### src/rtl/sam_pkg.sv
// sam_pkg: shared state encoding, default widths and bit-duration select for the SAM link.
// Latency: n/a (types and constants only).
// Backpressure: n/a.
package sam_pkg;

    localparam int SAM_KEY_W   = 8;
    localparam int SAM_NLEN_W  = 4;
    localparam int SAM_CNT_W   = 5;
    localparam int SAM_GAP_CYC = 2;

    typedef enum logic [3:0] {
        IDLE,
        CFG_LEAD,
        CFG_N,
        CFG_D,
        CFG_CN,
        GAP,
        BIT_HI,
        BIT_LO,
        TERM,
        MSG_GAP
    } state_t;

    typedef struct packed {
        logic [SAM_CNT_W-1:0] h;
        logic [SAM_CNT_W-1:0] l;
    } dur_t;

    // A 1 bit is long-high/short-low; a 0 bit swaps the two phases.
    function automatic dur_t bit_dur(input logic b,
                                     input logic [SAM_CNT_W-1:0] hi_len,
                                     input logic [SAM_CNT_W-1:0] lo_len);
        dur_t r;
        r.h = b ? hi_len : lo_len;
        r.l = b ? lo_len : hi_len;
        return r;
    endfunction

endpackage

### src/rtl/sam_pulse_gen.sv
// sam_pulse_gen: one high-then-low pulse of h_len then l_len cycles per start strobe.
// Latency: hi_nxt/done come from flops only; a start may coincide with done for back-to-back bits.
// Backpressure: none; the caller only strobes start when idle or on done.
module sam_pulse_gen
    import sam_pkg::*;
#(
    parameter int CNT_W = SAM_CNT_W
) (
    input  logic             clk,
    input  logic             reset,
    input  logic             start,
    input  logic [CNT_W-1:0] h_len,
    input  logic [CNT_W-1:0] l_len,
    output logic             hi_nxt,
    output logic             done
);

    logic             act_q, act_d;
    logic             hi_q, hi_d;
    logic [CNT_W-1:0] cnt_q, cnt_d;
    logic [CNT_W-1:0] l_q, l_d;

    always_comb begin
        act_d = act_q;
        hi_d  = hi_q;
        cnt_d = cnt_q;
        l_d   = l_q;
        if (act_q) begin
            if (cnt_q != '0) begin
                cnt_d = cnt_q - 1'b1;
            end else if (hi_q) begin
                hi_d  = 1'b0;
                cnt_d = l_q - 1'b1;
            end else begin
                act_d = 1'b0;
            end
        end
        if (start) begin
            act_d = 1'b1;
            hi_d  = 1'b1;
            cnt_d = h_len - 1'b1;
            l_d   = l_len;
        end
    end

    always_ff @(posedge clk) begin
        if (!reset) begin
            act_q <= 1'b0;
            hi_q  <= 1'b0;
            cnt_q <= '0;
            l_q   <= '0;
        end else begin
            act_q <= act_d;
            hi_q  <= hi_d;
            cnt_q <= cnt_d;
            l_q   <= l_d;
        end
    end

    // Level the line will take next cycle when no new start is issued.
    assign hi_nxt = act_q && hi_q && (cnt_q != '0);
    assign done   = act_q && !hi_q && (cnt_q == '0);

endmodule

### src/rtl/sam_link_sequencer.sv
// sam_link_sequencer: shifts n/d/N into SAM and sends pulse-width-coded messages; SAM_ERR_INJECT_EN adds err_inj.
// Latency: str/mode registered, first symbol on the line the cycle after the accepting edge.
// Backpressure: cfg_ready/msg_ready only in IDLE; config wins over a simultaneous message.
module sam_link_sequencer
    import sam_pkg::*;
#(
    parameter int KEY_W   = SAM_KEY_W,
    parameter int NLEN_W  = SAM_NLEN_W,
    parameter int CNT_W   = SAM_CNT_W,
    parameter int GAP_CYC = SAM_GAP_CYC
) (
    input  logic                   clk,
    input  logic                   reset,
    input  logic                   cfg_valid,
    output logic                   cfg_ready,
    input  logic [NLEN_W-1:0]      cfg_n,
    input  logic [KEY_W-1:0]       cfg_d,
    input  logic [KEY_W-1:0]       cfg_caps_n,
    input  logic                   msg_valid,
    output logic                   msg_ready,
    input  logic [2**NLEN_W-2:0]   msg_data,
    input  logic [CNT_W-1:0]       hi_len,
    input  logic [CNT_W-1:0]       lo_len,
`ifdef SAM_ERR_INJECT_EN
    input  logic                   err_inj,
`endif
    output logic                   str,
    output logic                   mode,
    output logic                   configured,
    output logic                   busy,
    output logic                   msg_done,
    output logic                   msg_err
);

    localparam int MSG_W = 2**NLEN_W - 1;
    localparam int CFG_W = NLEN_W + 2*KEY_W;

    state_t            state_q, state_d;
    logic [CNT_W-1:0]  cnt_q, cnt_d;
    logic [CFG_W-1:0]  sr_q, sr_d;
    logic [NLEN_W-1:0] n_q, n_d;
    logic [NLEN_W-1:0] idx_q, idx_d;
    logic [MSG_W-1:0]  data_q, data_d;
    logic [CNT_W-1:0]  hi_q, hi_d;
    logic [CNT_W-1:0]  lo_q, lo_d;
    logic              configured_q, configured_d;
    logic              str_q, str_d;
    logic              mode_q, mode_d;
    logic              msg_done_q, msg_done_d;
    logic              msg_err_q, msg_err_d;
    logic              pg_start, pg_hi_nxt, pg_done;
    dur_t              pg_dur;

    assign cfg_ready  = (state_q == IDLE);
    assign msg_ready  = (state_q == IDLE) && configured_q && !cfg_valid;
    assign busy       = (state_q != IDLE);
    assign str        = str_q;
    assign mode       = mode_q;
    assign configured = configured_q;
    assign msg_done   = msg_done_q;
    assign msg_err    = msg_err_q;

    sam_pulse_gen #(.CNT_W(CNT_W)) u_pulse (
        .clk    (clk),
        .reset  (reset),
        .start  (pg_start),
        .h_len  (pg_dur.h),
        .l_len  (pg_dur.l),
        .hi_nxt (pg_hi_nxt),
        .done   (pg_done)
    );

    always_comb begin
        state_d      = state_q;
        cnt_d        = cnt_q;
        sr_d         = sr_q;
        n_d          = n_q;
        idx_d        = idx_q;
        data_d       = data_q;
        hi_d         = hi_q;
        lo_d         = lo_q;
        configured_d = configured_q;
        str_d        = 1'b0;
        mode_d       = 1'b0;
        msg_done_d   = 1'b0;
        msg_err_d    = 1'b0;
        pg_start     = 1'b0;
        pg_dur       = bit_dur(1'b0, hi_q, lo_q);
        unique case (state_q)
            IDLE: begin
                if (cfg_valid) begin
                    state_d      = CFG_LEAD;
                    mode_d       = 1'b1;
                    sr_d         = {cfg_n, cfg_d, cfg_caps_n};
                    cnt_d        = CNT_W'(NLEN_W - 1);
                    n_d          = cfg_n;
                    configured_d = 1'b0;
                end else if (msg_valid && msg_ready) begin
                    if ((lo_len == '0) || (hi_len <= lo_len)) begin
                        msg_err_d = 1'b1;
                    end else begin
                        data_d = msg_data;
                        hi_d   = hi_len;
                        lo_d   = lo_len;
                        str_d  = 1'b1;
                        if (n_q == '0) begin
                            state_d = TERM;
                        end else begin
                            state_d  = BIT_HI;
                            idx_d    = n_q - 1'b1;
                            pg_start = 1'b1;
                            pg_dur   = bit_dur(msg_data[n_q - 1'b1], hi_len, lo_len);
`ifdef SAM_ERR_INJECT_EN
                            if (err_inj) begin
                                pg_dur = '{h: hi_len, l: hi_len};
                            end
`endif
                        end
                    end
                end
            end
            CFG_LEAD: begin
                state_d = CFG_N;
                mode_d  = 1'b1;
                str_d   = sr_q[CFG_W-1];
                sr_d    = sr_q << 1;
            end
            CFG_N, CFG_D, CFG_CN: begin
                mode_d = 1'b1;
                str_d  = sr_q[CFG_W-1];
                sr_d   = sr_q << 1;
                cnt_d  = cnt_q - 1'b1;
                if (cnt_q == '0) begin
                    cnt_d = CNT_W'(KEY_W - 1);
                    if (state_q == CFG_N) begin
                        state_d = CFG_D;
                    end else if (state_q == CFG_D) begin
                        state_d = CFG_CN;
                    end else begin
                        state_d = GAP;
                        mode_d  = 1'b0;
                        str_d   = 1'b0;
                        sr_d    = sr_q;
                        cnt_d   = CNT_W'(GAP_CYC - 1);
                    end
                end
            end
            GAP: begin
                cnt_d = cnt_q - 1'b1;
                if (cnt_q == '0) begin
                    state_d      = IDLE;
                    configured_d = 1'b1;
                end
            end
            BIT_HI, BIT_LO: begin
                // A finished bit either chains straight into the next bit or into the terminator.
                if (pg_done) begin
                    str_d = 1'b1;
                    if (idx_q == '0) begin
                        state_d = TERM;
                    end else begin
                        state_d  = BIT_HI;
                        idx_d    = idx_q - 1'b1;
                        pg_start = 1'b1;
                        pg_dur   = bit_dur(data_q[idx_q - 1'b1], hi_q, lo_q);
                    end
                end else begin
                    str_d   = pg_hi_nxt;
                    state_d = pg_hi_nxt ? BIT_HI : BIT_LO;
                end
            end
            TERM: begin
                state_d = MSG_GAP;
                cnt_d   = CNT_W'(GAP_CYC - 1);
            end
            MSG_GAP: begin
                cnt_d = cnt_q - 1'b1;
                if (cnt_q == '0) begin
                    state_d    = IDLE;
                    msg_done_d = 1'b1;
                end
            end
            default: state_d = IDLE;
        endcase
    end

    always_ff @(posedge clk) begin
        if (!reset) begin
            state_q      <= IDLE;
            cnt_q        <= '0;
            sr_q         <= '0;
            n_q          <= '0;
            idx_q        <= '0;
            data_q       <= '0;
            hi_q         <= '0;
            lo_q         <= '0;
            configured_q <= 1'b0;
            str_q        <= 1'b0;
            mode_q       <= 1'b0;
            msg_done_q   <= 1'b0;
            msg_err_q    <= 1'b0;
        end else begin
            state_q      <= state_d;
            cnt_q        <= cnt_d;
            sr_q         <= sr_d;
            n_q          <= n_d;
            idx_q        <= idx_d;
            data_q       <= data_d;
            hi_q         <= hi_d;
            lo_q         <= lo_d;
            configured_q <= configured_d;
            str_q        <= str_d;
            mode_q       <= mode_d;
            msg_done_q   <= msg_done_d;
            msg_err_q    <= msg_err_d;
        end
    end

endmodule

### config.mk
export PLATFORM = sky130hd
export DESIGN_NAME = sam_link_sequencer
export DESIGN_NICKNAME = d
export VERILOG_FILES = /design/src/rtl/sam_pkg.sv /design/src/rtl/sam_pulse_gen.sv /design/src/rtl/sam_link_sequencer.sv
export SDC_FILE = /design/constraint.sdc
export NUM_CORES = 1
export LEC_CHECK = 0
export BUFFER_PORTS_ARGS = -buffer_cell sky130_fd_sc_hd__buf_2
export CAP_MARGIN = 40
export CELL_PAD_IN_SITES_DETAIL_PLACEMENT = 0
export CELL_PAD_IN_SITES_GLOBAL_PLACEMENT = 1
export CORE_ASPECT_RATIO = 1.1
export CORE_UTILIZATION = 30
export DETAILED_ROUTE_END_ITERATION = 10
export PLACE_DENSITY = 0.55
export SYNTH_ARGS = -nofsm -noshare
export SYNTH_HDL_FRONTEND = slang
export SYNTH_SLANG_ARGS = --single-unit
export TNS_END_PERCENT = 5
### constraint.sdc
create_clock -name clk -period 8.15 [get_ports clk]
set_input_delay 0.815 -clock clk [delete_from_list [all_inputs] [get_ports clk]]
set_output_delay 0.815 -clock clk [all_outputs]
set_load 0.02 [all_outputs]
Word level (Yosys, flattened, before mapping):

Index checks and enable logic that the tools add are counted.

* register bits: 79
* input bits: 49
* word-level logic and storage cells: 172

* add/subtract/negate cells: 6
* order comparisons: 3
* equality and inequality tests: 23
* muxes and demuxes: 80
* bitwise operators: 5
* reductions and logical operators: 38

Operators with widths (number)
* $mux W20: 4
* $mux W10: 6
* $pmux W20 S3: 1
* $mux W4: 14
* $mux W5: 10
* $mux W1: 32
* $pmux W4 S6: 1
* $pmux W10 S2: 1
* $pmux W5 S4: 1
* $sub A5 B1 Y5 const B: 4
* $ne A2 B2 Y1 const B: 9
* $eq A4 B3 Y1 const B: 4
* $logic_not A5 Y1: 3
* $logic_not A4 Y1: 3
* $lt A4 B5 Y1 const B: 2
* $reduce_and A2 Y1: 5
* $mux W3: 3
* $bmux W1 S4: 2
* $eq A4 B2 Y1 const B: 2
* $eq A4 B4 Y1 const B: 2
* $pmux W4 S2: 1
* $reduce_and A4 Y1: 2
* $reduce_bool A4 Y1: 2
* $sub A4 B1 Y4 const B: 2
* other kinds (21): 39

Longest topological paths before layout:

Gate-level depths: netlist of run 1.

* word-level depth: 11
* depth in mapped cells: 15
* depth with buffers taken out: 13

Modules after synthesis:

A second synthesis of run 1 with hierarchy kept.

* cell total of the unflattened synthesis: 576
* area total of the unflattened synthesis: 4669.5 um^2

Modules (own cells, without submodules)
* sam_link_sequencer: times used 1, cells an instance 504, area an instance 4026.4 um^2
* sam_pulse_gen: times used 1, cells an instance 72, area an instance 643.1 um^2

Least setup slack after synthesis of run 1:

No wires, ideal clock.

* kind: register to register
* start: register idx_q[0]
* end: register u_pulse.cnt_q[4]
* setup time: 0.118 ns
* arrival time: 3.330 ns
* setup slack: 4.703 ns
* stages on the path, launching flop included: 14
* buffers on the path: 1
* period minus slack after synthesis: 3.447 ns
* path through: dfxtp_1 > inv_1 > ha_1 > buf_4 > mux4_2 > mux4_2 > nand2b_4 > mux2_1 > o221a_2 > ha_1 > inv_1 > a221oi_2 > a211o_1 > o2111a_1

* word-level cells in the longest chain between the ends: 9
* elaborated cells between the ends (all ways): 16
* classes of those cells: add/sub (2); mux (10); reduce/logical (4)

Ends and longest elaborated chain
* from (decl): line sam_link_sequencer.sv:42 `logic [NLEN_W-1:0] idx_q, idx_d;`
* from (signal assigned): line sam_link_sequencer.sv:207 `idx_q <= idx_d;`
* $sub A4 B1 Y4: line sam_link_sequencer.sv:165 `pg_dur = bit_dur(data_q[idx_q - 1'b1], hi_q, lo_q);`
* $bmux W1 S4: line sam_link_sequencer.sv:165
* $mux W1 (implied by the code): line sam_link_sequencer.sv:165
* $mux W5: line sam_pkg.sv:34 `r.h = b ? hi_len : lo_len;`
* $mux W10: line sam_link_sequencer.sv:159 `if (idx_q == '0) begin`
* $mux W10: line sam_link_sequencer.sv:157 `if (pg_done) begin`
* $pmux W10 S2: line sam_link_sequencer.sv:89 `unique case (state_q)`
* $sub A5 B1 Y5: line sam_pulse_gen.sv:41 `cnt_d = h_len - 1'b1;`
* $mux W5: line sam_pulse_gen.sv:38 `if (start) begin`
* to (signal assigned): line sam_pulse_gen.sv:55 `cnt_q <= cnt_d;`
* to (decl): line sam_pulse_gen.sv:20 `logic [CNT_W-1:0] cnt_q, cnt_d;`

Several ways; a longest one is shown, not always the timed one. The select of a mux whose other input is x is not followed.
A chain may end at the register's enable or synchronous reset.

Worst setup path in the final report of run 1:

* start: register n_q[0]
* end: register u_pulse.cnt_q[4]

* word-level cells in the longest chain between the ends: 11
* elaborated cells between the ends (all ways): 20
* classes of those cells: add/sub (2); mux (14); reduce/logical (4)

Ends and longest elaborated chain
* from (decl): line sam_link_sequencer.sv:41 `logic [NLEN_W-1:0] n_q, n_d;`
* from (signal assigned): line sam_link_sequencer.sv:206 `n_q <= n_d;`
* $sub A4 B1 Y4: line sam_link_sequencer.sv:112 `pg_dur = bit_dur(msg_data[n_q - 1'b1], hi_len, lo_len);`
* $bmux W1 S4: line sam_link_sequencer.sv:112
* $mux W1 (implied by the code): line sam_link_sequencer.sv:112
* $mux W5: line sam_pkg.sv:34
* $mux W10: line sam_link_sequencer.sv:106 `if (n_q == '0) begin`
* $mux W10: line sam_link_sequencer.sv:99 `if ((lo_len == '0) || (hi_len <= lo_len)) begin`
* $mux W10: line sam_link_sequencer.sv:98 `end else if (msg_valid && msg_ready) begin`
* $mux W10: line sam_link_sequencer.sv:91 `if (cfg_valid) begin`
* $pmux W10 S2: line sam_link_sequencer.sv:89
* $sub A5 B1 Y5: line sam_pulse_gen.sv:41
* $mux W5: line sam_pulse_gen.sv:38

Several ways; a longest one is shown, not always the timed one. The select of a mux whose other input is x is not followed.

==> flow_metrics.tcl, run 1 <==
set metrics [dict create \
    cts.sinks 79 \
    path_buf_inv 2 \
    gr-total-overflow 0 \
    path_delay_family "compound AO/OA/AOI/OAI gates" \
    synth_area_sq_um 4710 \
    fin_nets 625 \
    final_util 0.359 \
    area.sequential_sq_um 1580 \
    avgSynthCellArea_sq_um 8.91 \
    ys_types 81 \
    netlist_instances 528 \
    cts_resized 0 \
    antenna_found_initial 0 \
    finalNonFillerCells 767 \
    grtUsageTotal 0.167 \
    crit_type "reg2reg" \
    p_switching_w 0.000735 \
    cp_slowest_cell "dfxtp_1" \
    fp.dieH_um 133 \
    die_area_sq_um 16200 \
    grtUsageMet1 0.227 \
    synth_fp_nets 587 \
    crit_path_end "u_pulse.cnt_q[4]" \
    synth_warnings 0 \
    ys_seq_elements 79 \
    slew_viol_final 0 \
    drc 0 \
    hold_violations 0 \
    synth_edf_count 0 \
    areaGrowthSynthToFinish_pct 15.6 \
    powerDensity_nw_per_um2 328 \
    drt_iter0_drc 269 \
    crit_chain "inv_1, ha_1, xor2_2, mux2_4, a2111oi_2, nor2_4, mux2_4, a21oi_4, ha_1, inv_1, a221oi_2, a211o_1, o2111a_1" \
    grt_max_degree 50 \
    grt_util_met2 0.259 \
    synth_top_family_by_area "compound AO/OA/AOI/OAI gates" \
    dr_total_vias 3988 \
    critPathLaunchType "flop" \
    place_inst 751 \
    cts.clk_slew.worst_paths_ns 0.07 \
    skew_ns 0.00992 \
    synth_fa_ha_area_frac 0.0266 \
    ios 57 \
    yosysSeqAreaShare 0.336 \
    gp_congestion 0.805 \
    path_max_fanout 10 \
    relSlewSlack 0.440 \
    synthFlopType "dfxtp_1" \
    cts-root-buf "clkbuf_16" \
    dr.pass1.iters 4 \
    r2r-end "u_pulse.cnt_q[4]" \
    multi_input_area_sq_um 2860 \
    synth_xor_area_frac 0.0144 \
    fillers 1586 \
    first_global_vias 3894 \
    power_frac_comb 0.454 \
    worst_pin_slew_ns 0.838 \
    yosys.area_share.simple 0.190 \
    worstPathRequired_ns 8.45 \
    power_frac_clock 0.256 \
    whs_ns 0.457 \
    die_w_um 121 \
    yosys-mux-area-fraction 0.175 \
    r2r_start "n_q[0]" \
    start_util 0.310 \
    port_buffers 56 \
    antennaDiodeCount 0 \
    antenna_left 0 \
    period_share 0.482 \
    end_kind "flop" \
    cts_inserted_buffers 9 \
    grt_first_pass_wirelength_mm 20.8 \
    synth_top_area_cell "dfxtp_1" \
    ir_drop_mv 0.130 \
    grt_use_met3 0.0295 \
    wl_per_cell_um 16.7 \
    reg2reg_depth 13 \
    critPathLaunch "n_q[0]" \
    routed_wl_mm 12.8 \
    setup_viol 0 \
    status "complete, no violations" \
    clk_latency_ns 0.36 \
    p_leak_nw 2.08 \
    setup_tns_ns 0 \
    period_minus_slack_ns 3.93 \
    cp.depth 13 \
    async_reset_ff_frac 0 \
    p_total_w 0.00179 \
    ctsHoldBuffers 0 \
    max_stage_delay_ns 0.61 \
    drive_gt1_frac 0.214 \
    hp-class "reg2reg" \
    hpwl_mm 9.39 \
    synth-compound-area-share 0.200 \
    p_sw_frac 0.412 \
    htree_levels 3 \
    p_seq_frac 0.290 \
    max_freq_mhz 255 \
    core.rowCount 47 \
    drv_cap 0 \
    cts_tree "built" \
    synth_top_area_frac 0.336 \
    reg2reg_slack_ns 4.22 \
    cp.arrival_ns 4.22 \
    cts.path.max_buffers 2 \
    core_region_area_sq_um 15200 \
    viasPerCell 5.20 \
    busiest_layer "met2" \
    post_cts_buffers 0 \
    yosys-top-cells-area "dfxtp_1 (34%), mux2i_1 (11%), nor2_1 (5.7%)" \
    internal_power_w 0.00105 \
    rsz0062_at_grt "no" \
]
-- cell usage after synthesis, types with 3 or more instances --
cell and count:
o21a_1 5, nand3_1 15, and3b_1 3, a211oi_1 24
buf_1 3, mux2_2 3, and3_1 3, nor2_1 72
a211oi_2 3, nand2_1 29, nor3b_1 5, ha_1 10
mux4_2 5, o21ai_0 20, mux2i_1 54, mux4_1 3
buf_4 3, xnor2_1 3, o211ai_1 4, dfxtp_1 79
o22ai_1 3, inv_1 25, nand2b_1 4, buf_6 4
nor3_1 12, nor4_1 3, mux2_4 3, nand4_1 3
nand3b_1 3, clkbuf_1 23, a21oi_1 35
-- area by class of cell --
class,instances,share of cell area
Clock buffer,9,0.0414
Clock inverter,7,0.0189
Inverter,27,0.0195
Multi-Input combinational cell,388,0.526
Sequential cell,79,0.291
Tap cell,196,0.0451
Timing Repair Buffer,61,0.0584
-- cell families (layout without fill, tap and decap cells) --
group	count (synthesis)	after routing
compound gates	130	130
fa+ha+maj	10	10
mux	69	69
xor+xnor	6	6
simple gates	173	173
flops	79	79
buf+inv	61	104
-- state kept, by name, indices dropped and copies added, names as in the netlist, 4 cells and up --
name / cells
state_q: 4
idx_q: 4
sr_q: 20
u_pulse.l_q: 5
hi_q: 5
lo_q: 5
data_q: 15
cnt_q: 5
u_pulse.cnt_q: 5
n_q: 4
-- power groups by stage --
| stage | combinational (W) | clock [W] | sequential [W] |
|---|---|---|---|
| global route | 0.000900 | 0.000487 | 0.000528 |
| CTS | 0.000818 | 0.000469 | 0.000516 |
| detailed placement | 0.000814 | 0 | 0.000525 |
| floorplan | 0.000665 | 0 | 0.000494 |
| finish | 0.000811 | 0.000458 | 0.000518 |
| global placement | 0.000809 | 0 | 0.000525 |
-- layout by cell type (no fill, tap or decap), types with 9 or more instances in the layout --
cell type / n
nor2_1: 71
inv_1: 25
nor3_1: 10
nand2_1: 29
ha_1: 10
buf_2: 56
o21ai_0: 20
dfxtp_1: 79
mux2i_1: 54
a211oi_1: 24
clkbuf_16: 9
a21oi_1: 35
nand3_1: 15
-- worst reg2reg max path, stage by stage (launching register included) --
cell,delay [ns]
dfxtp_1,0.61
inv_1,0.19
ha_1,0.28
xor2_2,0.36
mux2_4,0.35
a2111oi_2,0.56
nor2_4,0.16
mux2_4,0.34
a21oi_4,0.19
ha_1,0.17
inv_1,0.06
a221oi_2,0.23
a211o_1,0.18
o2111a_1,0.18
-- per-stage QoR --
step / setup slack [ns] / instance area [sq um]
final: 4.22 / 5440
after global routing: 3.96 / 5440
after CTS: 4.25 / 5440
after detailed placement: 4.17 / 5110
after global placement: 4.29 / 5110
after floorplan: 4.70 / 4710
-- how the worst min path moves through the flow --
| stage | depth (start not counted) | to | start | slack, ns |
|---|---|---|---|---|
| detailed placement | 2 | u_pulse.hi_q | u_pulse.hi_q | 0.46 |
| CTS | 2 | u_pulse.hi_q | u_pulse.hi_q | 0.47 |
| global route | 2 | u_pulse.hi_q | u_pulse.hi_q | 0.49 |
| finish | 2 | u_pulse.hi_q | u_pulse.hi_q | 0.46 |
| floorplan | 2 | u_pulse.hi_q | u_pulse.hi_q | 0.44 |
| global placement | 2 | u_pulse.hi_q | u_pulse.hi_q | 0.45 |
-- per-layer routing --
metal / vias to the layer above / share of wire / routed length (um)
met2: 89 / 0.45 / 5750
met4: 0 / 0.019 / 242
met5: - / 0 / 0
met3: 16 / 0.040 / 513
li1: 2005 / - / -
met1: 1878 / 0.49 / 6280
No activity file was read; power rests on OpenSTA's default activity.
==> inputs of run 2 (changes only) <==
- ABC_AREA: unset -> 1
- PLACE_DENSITY: 0.55 -> 0.6
- clock period: 8.15 -> 3.2 ns (I/O delays scaled with it)
==> flow_metrics.tcl, run 2 <==
set metrics [dict create \
    status "complete, no violations" \
    first_global_vias 4257 \
    hold_violations 0 \
    ys_seq_elements 79 \
    busiest_layer "met2" \
    drc 0 \
    synthFlopType "dfxtp_1" \
    max_freq_mhz 342 \
    setup_tns_ns 0 \
    avgSynthCellArea_sq_um 6.73 \
    netlist_instances 680 \
    setup_viol 0 \
    core.rowCount 46 \
    cp_slowest_cell "ha_1" \
    ctsHoldBuffers 0 \
    reg2reg_depth 17 \
    yosys-top-cells-area "dfxtp_1 (35%), nand2_1 (13%), o21ai_0 (8.0%)" \
    fp.dieH_um 132 \
    synth_warnings 0 \
    place_area_sq_um 5040 \
    r2r_start "n_q[0]" \
    reg_top3 "sr_q x20, data_q x15" \
    min_to "data_q[7]" \
    dr_total_vias 4503 \
    core_region_area_sq_um 14700 \
    final_common_cell "nand2_1" \
    rsz0062_at_grt "no" \
    cpMostUsedCell "nand3_1" \
    hp-class "in2reg" \
    grtUsageTotal 0.169 \
    wl_per_cell_um 14.0 \
    gp_congestion 0.822 \
    cts.clk_slew.worst_paths_ns 0.06 \
    period_share 0.913 \
    start_util 0.312 \
    yosysMostFrequentCell "nand2_1" \
    grt_first_pass_wirelength_mm 21.2 \
    skew_ns 0.00832 \
    end_kind "flop" \
    cts.sinks 79 \
    synth_edf_count 0 \
    synth_top_area_frac 0.346 \
    async_reset_ff_frac 0 \
    drv_cap 0 \
    largest_register_ffs 20 \
    fin_nets 789 \
    min-delay-start "msg_data[7]" \
    reg2reg_slack_ns 0.28 \
    slew_viol_final 0 \
    dr.pass1.iters 5 \
    layout_common_cells "nand2_1 (158), inv_1 (79), dfxtp_1 (79), o21ai_0 (73), buf_2 (56)" \
    areaGrowthSynthToFinish_pct 16.6 \
    cts_tree "built" \
    drt_iter0_drc 284 \
    period_minus_slack_ns 2.92 \
    die_area_sq_um 15700 \
    routed_wl_mm 12.9 \
    htree_levels 3 \
    worst_pin_slew_ns 0.600 \
    min_delay_path_depth 3 \
    clk_latency_ns 0.34 \
    crit_type "reg2reg" \
    p_leak_nw 2.41 \
    port_buffers 56 \
    r2r-end "u_pulse.cnt_q[2]" \
    hpwl_mm 9.38 \
    ios 57 \
    cts-root-buf "clkbuf_16" \
    antenna_found_initial 0 \
    yosysSeqAreaShare 0.346 \
    die_w_um 120 \
    relSlewSlack 0.600 \
    cp.arrival_ns 3.20 \
    ir_drop_mv 0.266 \
    crit_chain "inv_2, ha_1, inv_1, nand3_1, nand3_1, nand3_1, nand2_2, inv_2, nand2_1, nand3_1, nand2_1, nor2_1, nor2_1, inv_1, ha_1, or2_1, a31oi_1" \
    synthTopCellsByCount "nand2_1 (158), dfxtp_1 (79), inv_1 (79)" \
    ys_types 45 \
    grt_max_degree 54 \
    gr-total-overflow 0 \
    grtUsageMet1 0.214 \
    top_register "sr_q" \
    stdcell_area_sq_um 5340 \
    critPathLaunchType "flop" \
    viasPerCell 4.86 \
    synth_fp_nets 739 \
    max_stage_delay_ns 0.43 \
    grt_util_met2 0.285 \
    powerDensity_nw_per_um2 749 \
    antennaDiodeCount 0 \
    worstPathRequired_ns 3.47 \
    path_max_fanout 9 \
    post_cts_buffers 0 \
    synth_area_sq_um 4570 \
    cts_inserted_buffers 9 \
    drive_gt1_frac 0.178 \
    fillers 1620 \
    synth_top_area_cell "dfxtp_1" \
    grt_use_met3 0.0273 \
    cts_resized 0 \
    antenna_left 0 \
    cts.path.max_buffers 2 \
]
-- run 2: power by group --
part / switching (W) / leakage, nW / internal (W) / total, W
logic: 0.00119 / 1.62 / 0.000526 / 0.00171
registers: 0.0000860 / 0.643 / 0.00114 / 0.00123
clock network: 0.000445 / 0.143 / 0.000611 / 0.00106
-- run 2: kinds of logic (layout without fill, tap and decap cells) --
logic type,Yosys count,in the layout,synth area share
adders and majority gates,10,10,0.0274
DFF,79,79,0.346
AOI/OAI and AO/OA,171,171,0.210
and+or+nand+nor,294,294,0.298
buffers and inverters,121,176,0.110
xor gates and xnor gates,5,5,0.00958
-- run 2: metrics by stage --
step / hold slack, ns / setup WS (ns) / utilization / total power, W / cells
after global routing: 0.235 / 0.0438 / 0.364 / 0.00431 / 927
after CTS: 0.217 / 0.287 / 0.364 / 0.00403 / 927
final: 0.228 / 0.279 / 0.364 / 0.00400 / 927
after detailed placement: 0.455 / 0.300 / 0.343 / 0.00295 / 911
after floorplan: 0.439 / 0.712 / - / 0.00250 / 680
after global placement: 0.453 / 0.265 / 0.343 / 0.00296 / 911
-- run 2: worst max-delay path, delay by kind of cell, from the launching register on --
kind / cells / cell delay [ns]
simple gates: 10 / 1.30
flops: 1 / 0.34
compound gates: 1 / 0.11
fa+ha+maj: 2 / 0.66
buf+inv: 4 / 0.43
-- run 2: worst max-delay path by stage --
stage,start,endpoint,slack (ns),cells after the start
floorplan,idx_q[0],u_pulse.cnt_q[2],0.71,18
global placement,n_q[0],u_pulse.cnt_q[2],0.26,17
detailed placement,n_q[0],u_pulse.cnt_q[2],0.30,17
CTS,n_q[0],u_pulse.cnt_q[2],0.29,17
global route,n_q[0],u_pulse.cnt_q[4],0.04,19
finish,n_q[0],u_pulse.cnt_q[2],0.28,17
-- run 2: area by class of cell --
class,instances,area (sq um),share of cell area
clock buffers,10,229,0.0429
clock inverters,6,68.8,0.0129
inverters,92,352,0.0659
multi-input cells,480,2490,0.467
flip-flops and latches,79,1580,0.296
well taps,192,240,0.0450
repair buffers,68,370,0.0694
-- run 2: layer usage --
layer / vias to the layer above / share of wire
met5: - / 0
met4: 0 / 0.020
met3: 18 / 0.028
met2: 75 / 0.47
met1: 2055 / 0.48
li1: 2355 / -
